==> config.mk <==
export PLATFORM = sky130hd
export DESIGN_NAME = ram_ctrl_rw_flat
export DESIGN_NICKNAME = d
export VERILOG_FILES = /design/src/rtl/ram_ctrl_rw_if.sv /design/src/rtl/ram_ctrl_rw.sv /design/src/flat_wrapper.sv
export SDC_FILE = /design/constraint.sdc
export NUM_CORES = 1
export LEC_CHECK = 0
export CAP_MARGIN = 20
export CORE_MARGIN = 2
export CORE_UTILIZATION = 33
export DETAILED_ROUTE_END_ITERATION = 8
export GPL_TIMING_DRIVEN = 0
export PLACE_DENSITY_LB_ADDON = 0.05
export SLEW_MARGIN = 0
export SYNTH_ARGS = -nofsm -noshare
export SYNTH_HDL_FRONTEND = slang
export SYNTH_SLANG_ARGS = --single-unit
==> constraint.sdc <==
create_clock -name clk -period 3.45 [get_ports clk]
set_input_delay 0.69 -clock clk [delete_from_list [all_inputs] [get_ports clk]]
set_output_delay 0.69 -clock clk [all_outputs]
set_load 0.05 [all_outputs]
==> src/rtl/ram_ctrl_rw_if.sv <==
// ram_ctrl_rw_if: request/response bus of the ram_ctrl_rw storage block.
// The master issues read/write requests and consumes read responses.
// The slave (the RAM controller) accepts requests, returns read data and
// reports busy while its post-reset clear sequence runs.
interface ram_ctrl_rw_if #(
    parameter int ADDR_WIDTH = 4,
    parameter int DATA_WIDTH = 8
);
    // Request channel.
    logic                  req_valid;
    logic                  req_ready;
    logic                  req_we;
    logic [ADDR_WIDTH-1:0] req_addr;
    logic [DATA_WIDTH-1:0] req_wdata;

    // Read-response channel.
    logic                  rsp_valid;
    logic                  rsp_ready;
    logic [DATA_WIDTH-1:0] rsp_rdata;
    logic                  rsp_err;

    // Status.
    logic                  busy;

    modport master (
        output req_valid, req_we, req_addr, req_wdata, rsp_ready,
        input  req_ready, rsp_valid, rsp_rdata, rsp_err, busy
    );

    modport slave (
        input  req_valid, req_we, req_addr, req_wdata, rsp_ready,
        output req_ready, rsp_valid, rsp_rdata, rsp_err, busy
    );
endinterface

==> src/rtl/ram_ctrl_rw.sv <==
// ram_ctrl_rw: single-port synchronous RAM behind a valid/ready request port.
// - After reset, a clear sequence writes zero to every word, one word per cycle.
// - Reads return data one cycle after acceptance on a registered response
//   port that holds its data under backpressure.
// - Compile-time option RAM_PARITY_EN stores an even-parity bit with each
//   word and flags a mismatch on read through rsp_err.
module ram_ctrl_rw #(
    parameter int ADDR_WIDTH = 4,
    parameter int DATA_WIDTH = 8
) (
    input  logic          clk,
    input  logic          reset,
    ram_ctrl_rw_if.slave  bus
);
    localparam int DEPTH = 2 ** ADDR_WIDTH;

`ifdef RAM_PARITY_EN
    localparam int WORD_W = DATA_WIDTH + 1;
`else
    localparam int WORD_W = DATA_WIDTH;
`endif

    typedef enum logic {
        ST_CLEAR,
        ST_IDLE
    } state_t;

    state_t                state_q;
    logic [ADDR_WIDTH-1:0] clr_addr_q;
    logic                  rsp_valid_q;
    logic [DATA_WIDTH-1:0] rsp_rdata_q;
    logic                  rsp_err_q;

    logic [WORD_W-1:0]     mem [DEPTH];

    logic                  req_ready;
    logic                  rd_fire;
    logic                  wr_fire;
    logic [WORD_W-1:0]     rd_word;
    logic [WORD_W-1:0]     wr_word;
    logic                  rd_err;

    // A request may be taken once cleared, unless a held response is still
    // waiting for its consumer (accepting a read then would overwrite it).
    assign req_ready = (state_q == ST_IDLE) && !(rsp_valid_q && !bus.rsp_ready);

    // Requests seen during the reset cycle are dropped.
    assign rd_fire = !reset && bus.req_valid && req_ready && !bus.req_we;
    assign wr_fire = !reset && bus.req_valid && req_ready &&  bus.req_we;

    assign rd_word = mem[bus.req_addr];

`ifdef RAM_PARITY_EN
    assign wr_word = {^bus.req_wdata, bus.req_wdata};
    assign rd_err  = rd_word[DATA_WIDTH] != ^rd_word[DATA_WIDTH-1:0];
`else
    assign wr_word = bus.req_wdata;
    assign rd_err  = 1'b0;
`endif

    // Storage write port: zero fill during clear, otherwise accepted writes.
    // NOTE: the array itself has no reset; the clear sequence zeroes it,
    // which keeps it mappable to RAM macros and allows hierarchical deposits.
    always_ff @(posedge clk) begin
        if (!reset) begin
            if (state_q == ST_CLEAR) begin
                mem[clr_addr_q] <= '0;
            end else if (wr_fire) begin
                mem[bus.req_addr] <= wr_word;
            end
        end
    end

    // Clear/idle sequencing and the registered read-response channel.
    // NOTE: state is updated with non-blocking assignments so every register
    // samples pre-edge values, independent of statement order.
    always_ff @(posedge clk) begin
        if (reset) begin
            state_q     <= ST_CLEAR;
            clr_addr_q  <= '0;
            rsp_valid_q <= 1'b0;
            rsp_rdata_q <= '0;
            rsp_err_q   <= 1'b0;
        end else begin
            case (state_q)
                ST_CLEAR: begin
                    clr_addr_q <= clr_addr_q + 1'b1;
                    if (&clr_addr_q) begin
                        state_q <= ST_IDLE;
                    end
                end
                default: begin
                    if (rd_fire) begin
                        rsp_valid_q <= 1'b1;
                        rsp_rdata_q <= rd_word[DATA_WIDTH-1:0];
                        rsp_err_q   <= rd_err;
                    end else if (rsp_valid_q && bus.rsp_ready) begin
                        rsp_valid_q <= 1'b0;
                    end
                end
            endcase
        end
    end

    assign bus.req_ready = req_ready;
    assign bus.rsp_valid = rsp_valid_q;
    assign bus.rsp_rdata = rsp_rdata_q;
    assign bus.rsp_err   = rsp_err_q;
    assign bus.busy      = (state_q == ST_CLEAR);
endmodule

==> src/flat_wrapper.sv <==
// flat-port wrapper written by rule: the top's interface ports become plain ports
module ram_ctrl_rw_flat 
#(
    parameter int ADDR_WIDTH = 4,
    parameter int DATA_WIDTH = 8
)
  (clk, reset, bus_req_valid, bus_req_we, bus_req_addr, bus_req_wdata, bus_rsp_ready, bus_req_ready, bus_rsp_valid, bus_rsp_rdata, bus_rsp_err, bus_busy);
  ram_ctrl_rw_if #(.ADDR_WIDTH(ADDR_WIDTH), .DATA_WIDTH(DATA_WIDTH)) bus_i ();
  input  logic clk;
  input  logic reset;
  input wire logic [$bits(bus_i.req_valid)-1:0] bus_req_valid;
  input wire logic [$bits(bus_i.req_we)-1:0] bus_req_we;
  input wire logic [$bits(bus_i.req_addr)-1:0] bus_req_addr;
  input wire logic [$bits(bus_i.req_wdata)-1:0] bus_req_wdata;
  input wire logic [$bits(bus_i.rsp_ready)-1:0] bus_rsp_ready;
  output wire logic [$bits(bus_i.req_ready)-1:0] bus_req_ready;
  output wire logic [$bits(bus_i.rsp_valid)-1:0] bus_rsp_valid;
  output wire logic [$bits(bus_i.rsp_rdata)-1:0] bus_rsp_rdata;
  output wire logic [$bits(bus_i.rsp_err)-1:0] bus_rsp_err;
  output wire logic [$bits(bus_i.busy)-1:0] bus_busy;
  assign bus_i.req_valid = bus_req_valid;
  assign bus_i.req_we = bus_req_we;
  assign bus_i.req_addr = bus_req_addr;
  assign bus_i.req_wdata = bus_req_wdata;
  assign bus_i.rsp_ready = bus_rsp_ready;
  assign bus_req_ready = bus_i.req_ready;
  assign bus_rsp_valid = bus_i.rsp_valid;
  assign bus_rsp_rdata = bus_i.rsp_rdata;
  assign bus_rsp_err = bus_i.rsp_err;
  assign bus_busy = bus_i.busy;
  ram_ctrl_rw #(.ADDR_WIDTH(ADDR_WIDTH), .DATA_WIDTH(DATA_WIDTH)) u_core (.clk(clk), .reset(reset), .bus(bus_i));
endmodule
==> metrics.txt, run 1 <==
reg-to-reg startpoint u_core.bus.rsp_valid; Syn Inst Count 307; fin area 0.007036 mm²; Worst-path clk slew 60 ps; wire per inst 22.66 µm; Inserted Clock Buffers 17; Tmin final 3024 ps; DRT Pass-1 Iters 4; met2 wire len 6.582 mm; Crit path required time 3480 ps; top sig layer met4; Setup crit start kind primary input; worst-margin pin slew 1018 ps; area share of the largest cell type after synthesis 0.6635; status finished clean; PwrDens 548.3 mW/mm²; total track usage 0.1552; # port buffers 25; FF+latch count, synth 142; vias in the first global route 3,082; Antenna diodes 0; count of different cell masters after synthesis 37; worst vdd ir 0.0003398 V; core footprint 0.01724 mm²; Crit Reg-Reg Endpoint u_core.mem[10][0]; Die W 136.5 µm; DP Wirelength 8.979 mm; gpl congestion 0.7298; unrepaired setup endpoints after global routing false; crit path max fanout 10; synthesis warning total 0; FF-to-FF path depth 5; Setup Fix Bufs, Post-CTS 0; grt total ovfl 0; leakage 2.188 nW; Reg2Reg Setup Slack 900 ps; synthesized area 0.005793 mm²; final hold viol count 0; WL met1 6.133 mm; vias per cell 4.960; hold crit path type reg2reg; hold_buf cts 0; area leader, netlist edfxtp_1; layout net count 374; Final Skew 10.63 ps; Synth async-reset ratio 0; max-cap check violation count 0; Placed Area 0.006457 mm²; final setup vio count 0; Area growth syn-to-layout 21.45%; global-route wire length before repair 19.72 mm; clk buf depth 2; fmax 330.7 MHz; syn avg cell area 18.87 µm²; post-route setup slack 425.7 ps; relative slew slack 0.3175; clock sinks 142; worst skew pair latency 420 ps; DRT iter0 DRCs 186; HP Start u_core.bus.rsp_valid; met3 WL 540 µm; worst path arrival time 3060 ps; period utilisation layout 0.8766; Die H 136.5 µm; Synth area leaders edfxtp_1 (66%), mux4_2 (10%), dfxtp_1 (4.8%); initial antenna violation count 0; pre-CTS worst setup slack 0.3502 ps; drt drc 0; Final Slew Violations 0; worst hold path cell count 2; Worst Setup Path Type in2reg; Synth top cells by count edfxtp_1 (128), mux4_2 (26), nor3_1 (16); num rows 48; Total Routed Length 13.44 mm; post-route antenna net violation count 0; Post-synth top flop edfxtp_1; ratio of cells with drive above 1 in the final layout 0.2609; EDFF count, synth 128; hold endpoint u_core.bus.rsp_valid; I/O pin total 29; syn nets 325; CTS tree built; Initial Utilization 0.3361; H-tree depth 4; CTS root buffer clkbuf_16; CTS resizes 0; CP endpoint kind flop; Vias 2,941; die area 0.01863 mm²; post-synthesis sequential area ratio 0.7119; count leader, synth edfxtp_1; largest net degree at the start of global routing 17
==> registers in the layout, indices dropped and copies added (netlist names) <==
signal / flops
u_core.mem: 128
u_core.state_q: 1
u_core.bus.rsp_rdata: 8
u_core.bus.rsp_valid: 1
u_core.clr_addr_q: 4
==> area by class of cell <==
cell class	count	area, µm²
clock inverters	13	148.9
well taps	225	281.5
clock buffers	18	429.2
multi-input cells	146	1602
fillers	1535	10200
repair buffers	30	302.8
flip-flops and latches	142	4124
inverters	1	3.754
plain buffers	18	143.9
==> layer usage <==
layer,track usage,up-vias
met5,0,-
li1,-,1342
met2,0.2481,68
met4,0.05671,0
met1,0.2034,1520
met3,0.04222,11
==> worst max-delay path, stage by stage <==
cell             delay (ps)
clkdlybuf4s50_1         470
nand2b_1                220
nand3_1                 110
a21o_1                  310
clkbuf_1                340
nor3_2                  910
==> cell families after synthesis <==
group           Yosys count  synth area share
xor+xnor                  3          0.004536
flops                   142            0.7119
mux                      49            0.1596
buf+inv                  19           0.02549
other cells               1         0.0006473
fa+ha+maj                 1          0.002159
compound gates           19           0.02376
simple gates             73           0.07192
==> layout by cell type (no fill, tap or decap), types with 3 or more instances in the layout <==
| cell type | n |
|---|---|
| bufinv_16 | 3 |
| edfxtp_1 | 128 |
| nor3_2 | 16 |
| mux4_2 | 26 |
| a211o_1 | 8 |
| o22ai_1 | 8 |
| dfxtp_1 | 14 |
| clkinv_1 | 3 |
| nor2b_1 | 7 |
| mux4_1 | 6 |
| nand2_1 | 14 |
| buf_2 | 5 |
| and2_1 | 9 |
| mux2i_1 | 14 |
| clkinv_2 | 3 |
| buf_6 | 7 |
| nor2_1 | 8 |
| nand3b_1 | 8 |
| clkbuf_16 | 17 |
| clkdlybuf4s50_1 | 25 |
| buf_4 | 4 |
| nand2b_1 | 3 |
| clkbuf_1 | 3 |
==> power breakdown <==
group	switching, W	leakage [nW]	total [W]	internal (W)
clock network	0.000667	0.278	0.00179	0.00112
registers	0.0000103	1.14	0.00189	0.00188
logic	0.0000981	0.770	0.000182	0.0000843
==> worst max-delay path by stage <==
stage | startpoint | endpoint | slack (ps) | depth (start not counted)
after CTS | bus_rsp_ready | bus_req_ready | 410 | 4
after global routing | bus_rsp_ready | u_core.mem[2][0] | 270 | 6
after global placement | reset | u_core.mem[11][3] | -530 | 6
after detailed placement | bus_rsp_ready | u_core.mem[10][6] | 0.4 | 6
final | bus_rsp_ready | u_core.mem[10][0] | 430 | 6
after floorplan | bus_rsp_ready | u_core.mem[11][0] | 870 | 5
==> through the flow <==
step	cells	total power, W	TNS [ps]	hold WS (ps)	utilization
floorplan	307	0.002036	0	505.6	-
global placement	557	0.002099	-50080	466.7	0.3669
detailed placement	562	0.002108	0	471.4	0.3746
CTS	593	0.003905	0	478.8	0.4082
global route	593	0.003981	0	505.3	0.4082
finish	593	0.003858	0	479.7	0.4082
Power figures use the tool's default switching activity.
==> run 2, diff against run 1 <==
Clock period 3.45 ns to 2.45 ns, I/O delays scaled along.
==> run 2 against run 1 <==
  * The run now ends with setup timing left
  * Critical path type unchanged
  * Hold slack better by 1.4 ps
  * Clock skew is 2.8 ps lower
  * Register-to-register slack worse by 630 ps
  * Total power is 39% higher
  * Global-route usage is 0.39 points higher
  * Routed wire length is 1.9% higher
==> metrics.txt, run 2 (synthesis gave the netlist of run 1 again) <==
Final Power 0.005345 W; Antenna diodes 0; commonest cells after routing, fill and taps aside edfxtp_1 (128), mux4_2 (26), clkdlybuf4s50_1 (24), clkbuf_16 (17), nor3_4 (16); I/O pin total 29; PwrDens 726.6 mW/mm²; critical path's top delay family multiplexers; Slowest Stage Delay on Critical Path 790 ps; Final Skew 7.811 ps; largest net degree at the start of global routing 17; hold crit path type reg2reg; Int Power 0.004254 W; met2 Usage GRT 0.2378; DRT Pass-1 Iters 4; post-route antenna net violation count 0; core footprint 0.01724 mm²; total track usage 0.1591; Area growth syn-to-layout 27.00%; drt drc 0; most used routing layer met2; max-cap check violation count 0; register share of total power 0.497; Setup crit start kind primary input; final hold viol count 0; vias in the first global route 3,063; worst skew pair latency 410 ps; max reg flops 128; Die H 136.5 µm; worst setup path end u_core.mem[8][7]; grt total ovfl 0; wire per inst 22.53 µm; Inserted Clock Buffers 17; reg-to-reg startpoint u_core.state_q; Reg2Reg Setup Slack 270 ps; DRT iter0 DRCs 195; Crit path required time 2630 ps; worst hold path cell count 2; CP endpoint kind flop; Net Sw Frac 0.2042; Tmin final 2467 ps; clock sinks 142; Initial Utilization 0.3361; H-tree depth 4; Vias 3,005; GR Util met1 0.2189; Crit path buffers/inverters 2; fmax 405.3 MHz; Total Routed Length 13.70 mm; largest register by flop count u_core.mem; Die W 136.5 µm; launch point of the worst path reset; crit path max fanout 8; Hold Slack 481.1 ps; # port buffers 25; unrepaired setup endpoints after global routing true; Slowest cell on crit path mux2i_1; DP Wirelength 8.606 mm; ratio of cells with drive above 1 in the final layout 0.2950; final setup vio count 23; CTS tree built; die area 0.01863 mm²; share of total power in the clock network 0.446; layout net count 389; worst-margin pin slew 887.4 ps; worst vdd ir 0.0004818 V; status finished with violations; worst path arrival time 2640 ps; met3 global-route usage 0.05185; FF-to-FF path depth 5; Worst-path clk slew 50 ps; crit path cell chain clkdlybuf4s50_1 > nor2b_4 > nand4_2 > mux2i_1 > nor3_4 > buf_12; global-route wire length before repair 20.17 mm; NetSw 0.001091 W; CTS root buffer clkbuf_16; Comb power frac 0.057; Crit Reg-Reg Endpoint u_core.mem[8][7]; period utilisation layout 1.007; num rows 48; relative slew slack 0.3915; hold_buf cts 0; leakage 2.352 nW; post-route setup slack -17.40 ps; Worst Setup Path Type in2reg; violated checks setup timing; WP depth 6; clk buf depth 2; vias per cell 4.942; Final Slew Violations 0; gpl congestion 0.7525; initial antenna violation count 0; most common cell after layout, fill and taps aside edfxtp_1
==> run 2: area by class of cell <==
class,count,area [µm²]
Clock inverter,10,97.59
Inverter,1,3.754
Multi-Input combinational cell,146,1718
Fill cell,1504,9879
Tap cell,225,281.5
Sequential cell,142,4124
Timing Repair Buffer,45,538.0
Buffer,18,153.9
Clock buffer,21,440.4
==> run 2: stage by stage <==
stage	area (µm²)	utilization	worst slack (ps)	setup TNS (ps)	std cells
floorplan	5808	-	-93.08	-3920	307
global placement	6340	0.3678	-1233	-133080	557
detailed placement	6412	0.3720	-775.8	-90590	558
CTS	7283	0.4225	0.09570	0	605
global route	7357	0.4268	-101.5	-2613	608
finish	7357	0.4268	-17.40	-227.5	608
==> run 2: layer usage <==
layer	routed length [µm]	share of wire	vias to the layer above
li1	-	-	1375
met3	738	0.054	14
met5	0	0	-
met2	6355	0.46	78
met4	245	0.018	0
met1	6358	0.46	1538
==> run 2: power by group through the flow <==
stage	Combinational [W]	Sequential, W	Clock (W)
global route	0.000324	0.00266	0.00254
floorplan	0.000167	0.00270	0
finish	0.000305	0.00266	0.00238
CTS	0.000296	0.00266	0.00244
global placement	0.000250	0.00271	0
detailed placement	0.000259	0.00271	0
==> run 2: timing repair <==
action                     CTS  global route
setup endpoints to repair  126            90
gates cloned                 0             0
pin swaps                   12             3
buffers inserted            16             3
resized for setup           21             5
==> run 2: worst min-delay path by stage <==
stage	startpoint	to	slack, ps
3_3_place_gp	u_core.bus.rsp_valid	u_core.bus.rsp_valid	460
4_1_cts	u_core.bus.rsp_rdata[2]	u_core.bus.rsp_rdata[2]	480
6_report	u_core.bus.rsp_rdata[3]	u_core.bus.rsp_rdata[3]	480
2_1_floorplan	u_core.clr_addr_q[3]	u_core.state_q	510
3_5_place_dp	u_core.bus.rsp_rdata[2]	u_core.bus.rsp_rdata[2]	470
5_1_grt	u_core.bus.rsp_rdata[3]	u_core.bus.rsp_rdata[3]	490
==> run 2: tightest hold or removal path, cell delays in order (launching register included) <==
cell	delay [ps]
dfxtp_1	310
nand3b_1	80
nand2_1	50
